File: src/rtl/seq_mult_4x4.sv
// Sequential shift-and-add unsigned multiplier with a start/done handshake.
// Accepts operands on start in IDLE, returns the product WIDTH cycles later with a one-cycle done.
module seq_mult_4x4 #(
  parameter int WIDTH = 4,
  parameter int CNT_W = 3
) (
  input  logic               clk,
  input  logic               rst_n,
  input  logic               start,
  input  logic [WIDTH-1:0]   a,
  input  logic [WIDTH-1:0]   b,
  output logic [2*WIDTH-1:0] product,
  output logic               busy,
  output logic               done
);

  typedef enum logic [0:0] {
    IDLE = 1'b0,
    CALC = 1'b1
  } state_t;

  state_t               state_q, state_d;
  logic [2*WIDTH-1:0]   mcand_q, mcand_d;
  logic [WIDTH-1:0]     mplr_q, mplr_d;
  logic [2*WIDTH-1:0]   acc_q, acc_d;
  logic [CNT_W-1:0]     cnt_q, cnt_d;
  logic [2*WIDTH-1:0]   product_q, product_d;
  logic                 busy_q, busy_d;
  logic                 done_q, done_d;
  logic [2*WIDTH-1:0]   acc_next;

  always_ff @(posedge clk or negedge rst_n) begin
    if (!rst_n) begin
      state_q   <= IDLE;
      mcand_q   <= '0;
      mplr_q    <= '0;
      acc_q     <= '0;
      cnt_q     <= '0;
      product_q <= '0;
      busy_q    <= 1'b0;
      done_q    <= 1'b0;
    end else begin
      state_q   <= state_d;
      mcand_q   <= mcand_d;
      mplr_q    <= mplr_d;
      acc_q     <= acc_d;
      cnt_q     <= cnt_d;
      product_q <= product_d;
      busy_q    <= busy_d;
      done_q    <= done_d;
    end
  end

  // The final iteration's add feeds product directly, so done and the result share one edge.
  always_comb begin
    state_d   = state_q;
    mcand_d   = mcand_q;
    mplr_d    = mplr_q;
    acc_d     = acc_q;
    cnt_d     = cnt_q;
    product_d = product_q;
    busy_d    = busy_q;
    done_d    = 1'b0;
    acc_next  = mplr_q[0] ? (acc_q + mcand_q) : acc_q;

    case (state_q)
      IDLE: begin
        if (start) begin
          mcand_d = {{WIDTH{1'b0}}, a};
          mplr_d  = b;
          acc_d   = '0;
          cnt_d   = '0;
          busy_d  = 1'b1;
          state_d = CALC;
        end
      end
      CALC: begin
        acc_d   = acc_next;
        mcand_d = mcand_q << 1;
        mplr_d  = mplr_q >> 1;
        cnt_d   = cnt_q + CNT_W'(1);
        if (cnt_q == CNT_W'(WIDTH - 1)) begin
          product_d = acc_next;
          done_d    = 1'b1;
          busy_d    = 1'b0;
          state_d   = IDLE;
        end
      end
      default: state_d = IDLE;
    endcase
  end

  assign product = product_q;
  assign busy    = busy_q;
  assign done    = done_q;

endmodule
File: config.mk
export PLATFORM = sky130hd
export DESIGN_NAME = seq_mult_4x4
export DESIGN_NICKNAME = d
export VERILOG_FILES = /design/src/rtl/seq_mult_4x4.sv
export SDC_FILE = /design/constraint.sdc
export NUM_CORES = 1
export LEC_CHECK = 0
export CAP_MARGIN = 20
export CORE_MARGIN = 2
export CORE_UTILIZATION = 45
export DETAILED_ROUTE_END_ITERATION = 10
export GPL_ROUTABILITY_DRIVEN = 0
export HOLD_SLACK_MARGIN = 0.05
export PLACE_DENSITY = 0.72
export SKIP_LAST_GASP = 1
export SLEW_MARGIN = 20
export SYNTH_ARGS = -nofsm -noshare
export SYNTH_HDL_FRONTEND = slang
export SYNTH_SLANG_ARGS = --single-unit
File: constraint.sdc
create_clock -name clk -period 3.6 [get_ports clk]
set_input_delay 0.36 -clock clk [delete_from_list [all_inputs] [get_ports clk]]
set_output_delay 0.36 -clock clk [all_outputs]
set_load 0.02 [all_outputs]
==> reports/qor.txt <==
IO Pins: 21
Area of the die: 4650 um^2
Share of layout cells above drive strength 1: 8.25%
Vias per inst: 5.53
Total Power: 1.51 mW
Drt first pass iters: 4
PostCTS Resize Cnt: 0
Slew @ Worst Pin: 0.915 ns
Layout Nets: 227
Slew HR: 38.8%
Final Core Density: 54.5%
Worst Path Max Fanout: 3
Root buffer cell: clkbuf_8
Req. time, crit path: 3.77 ns
Period minus WS final: 2.14 ns
Post-CTS setup buffer count: 0
Final setup fails: 0
Post-Synthesis Cell Area: 1860 um^2
Unrepaired setup endpoints after global routing: no
DRC viols: 0
DR WL/cell: 13.7 um
Startpoint types: flop
Post-synthesis sequential area ratio: 45.9%
Reg2reg start: mcand_q[0]$_DFFE_PN0P_
Synth area leader: dfrtp_1
Top-area cell type share of the netlist area: 45.9%
Period utilisation layout: 59.4%
Diodes inserted: 0
Htree depth: 2
Latest clock arrival within the worst-skew pair: 0.28 ns
Critical R2R Capture: product[6]$_DFFE_PN0P_
Synth Register Bits: 34
Filler Cells Inserted: 367
Area delta synth->final: 16.7%
Reg2reg setup slack: 1.46 ns
1st-iter DRT viols: 98
CTS tree: yes
VDD IR max: 0.317 mV
Final Slew Violations: 0
Worst setup path startpoint: mcand_q[0]$_DFFE_PN0P_
Largest net degree at the start of global routing: 45
Reg clk slew, reported paths: 0.07 ns
Hold Vio Cnt, Final: 0
Core Area: 3970 um^2
Starting density of the core: 46.7%
Die W: 68.2 um
Gr ovfl total: 0
Detail Placement HPWL: 2370 um
Pwr Density: 700 nW/um^2
Gr usage total: 18.0%
Maximum clock insertion buffer count: 2
Cell variety after synth: 41
Ys flop type: dfrtp_1
Status: completed
F_max: 0.468 GHz
CTS sink cnt: 34
Leak pwr: 1.02 nW
Initial antenna violation count: 0
Min-delay worst type: in -> async
CTS Buf Count: 5
Top cells by count, synth: 34 x dfrtp_1, 25 x nand2_1, 16 x o21ai_0
R2R cell count: 7
Die Ht: 68.2 um
WP data arrival: 2.30 ns
Largest cells by area after synthesis: dfrtp_1 46%, mux2i_1 7.0%, ha_1 6.1%
Routed WL: 3500 um
Syn nets: 210
Cells after Synth: 189
Post-synth ARST share: 100%
First-pass GRT wire length: 6110 um
Most common cell in the netlist: dfrtp_1
Post-synthesis average cell area: 9.82 um^2
Syn. warnings: 0
Max cap viols: 0
CP Class: reg -> reg
Vias in the first global route: 1366
Worst clock skew: 0.00527 ns
Total negative setup slack: 0 ns
CP Capture Point: product[6]$_DFFE_PN0P_
Num rows: 23
Port Buffers: 20
Post-synth EDFFs: 0
Hold_buf cts: 0
Routed Antenna Nets: 0
Vias after detailed routing: 1416
Crit end category: flop
## worst max-delay path: stages, from the launching register on
cell	delay, ns
dfrtp_1	0.41
ha_1	0.24
fa_1	0.44
a211oi_2	0.24
o21bai_1	0.12
a21oi_2	0.20
mux2i_1	0.10
a211o_1	0.27
## cell families after synthesis
logic type | synth area share [%]
xor+xnor | 1.42
compound gates | 14.9
mux | 9.44
fa+ha+maj | 7.15
simple gates | 17.7
buf+inv | 3.57
flops | 45.9
## state kept, by name, indices dropped and copies added (netlist names)
name	cells
acc_q	8
busy	1
cnt_q	3
done	1
mcand_q	8
mplr_q	4
product	8
state_q	1
## power breakdown
part	internal [mW]	switching (mW)
clock network	0.130	0.136
registers	0.511	0.108
logic	0.293	0.338
total	0.933	0.582
## per-layer routing
| metal | vias to the layer above | share of wire, % | track usage (%) | routed length (um) |
|---|---|---|---|---|
| li1 | 699 | - | - | - |
| met4 | 0 | 2.6 | 9.50 | 90 |
| met1 | 681 | 49 | 23.5 | 1720 |
| met2 | 26 | 45 | 28.3 | 1580 |
| met5 | - | 0 | 0 | 0 |
| met3 | 10 | 3.1 | 3.62 | 107 |
## through the flow
step,hold WS [ns],instance area (um^2),setup WS [ns],instances
floorplan,0.0644,1860,1.63,189
global placement,0.462,2090,1.51,249
detailed placement,0.470,2090,1.49,249
CTS,0.488,2160,1.46,256
global route,0.498,2160,1.30,256
finish,0.483,2160,1.46,256
## worst min-delay path by stage
stage,startpoint,end,slack [ns],cells after the start
after floorplan,rst_n,acc_q[0]$_DFFE_PN0P_,0.06,0
after global placement,product[1]$_DFFE_PN0P_,product[1]$_DFFE_PN0P_,0.46,2
after detailed placement,product[0]$_DFFE_PN0P_,product[0]$_DFFE_PN0P_,0.47,2
after CTS,product[1]$_DFFE_PN0P_,product[1]$_DFFE_PN0P_,0.49,2
after global routing,product[1]$_DFFE_PN0P_,product[1]$_DFFE_PN0P_,0.50,2
final,rst_n,state_q$_DFF_PN0_,0.48,2
## cell usage in the layout (no fill, tap or decap), drive strengths merged, types with 4 or more instances in the layout
master | netlist | layout
a21oi | 9 | 9
clkbuf | 10 | 5
clkdlybuf4s50 | 0 | 20
dfrtp | 34 | 34
ha | 9 | 9
inv | 5 | 5
mux2 | 4 | 4
mux2i | 13 | 13
nand2 | 25 | 25
nand2b | 9 | 9
nand3 | 5 | 5
nor2 | 6 | 6
nor3 | 4 | 4
o21ai | 17 | 17
## area by class of cell
cell class,instances,area [um^2],share of cell area [%]
Multi-Input combinational cell,138,938,43.4
Sequential cell,34,851,39.3
Timing Repair Buffer,22,215,9.94
Clock buffer,5,68.8,3.18
Tap cell,50,62.6,2.89
Inverter,5,18.8,0.867
Clock inverter,2,10.0,0.462
Note: power is estimated with default switching activity, not from simulation.
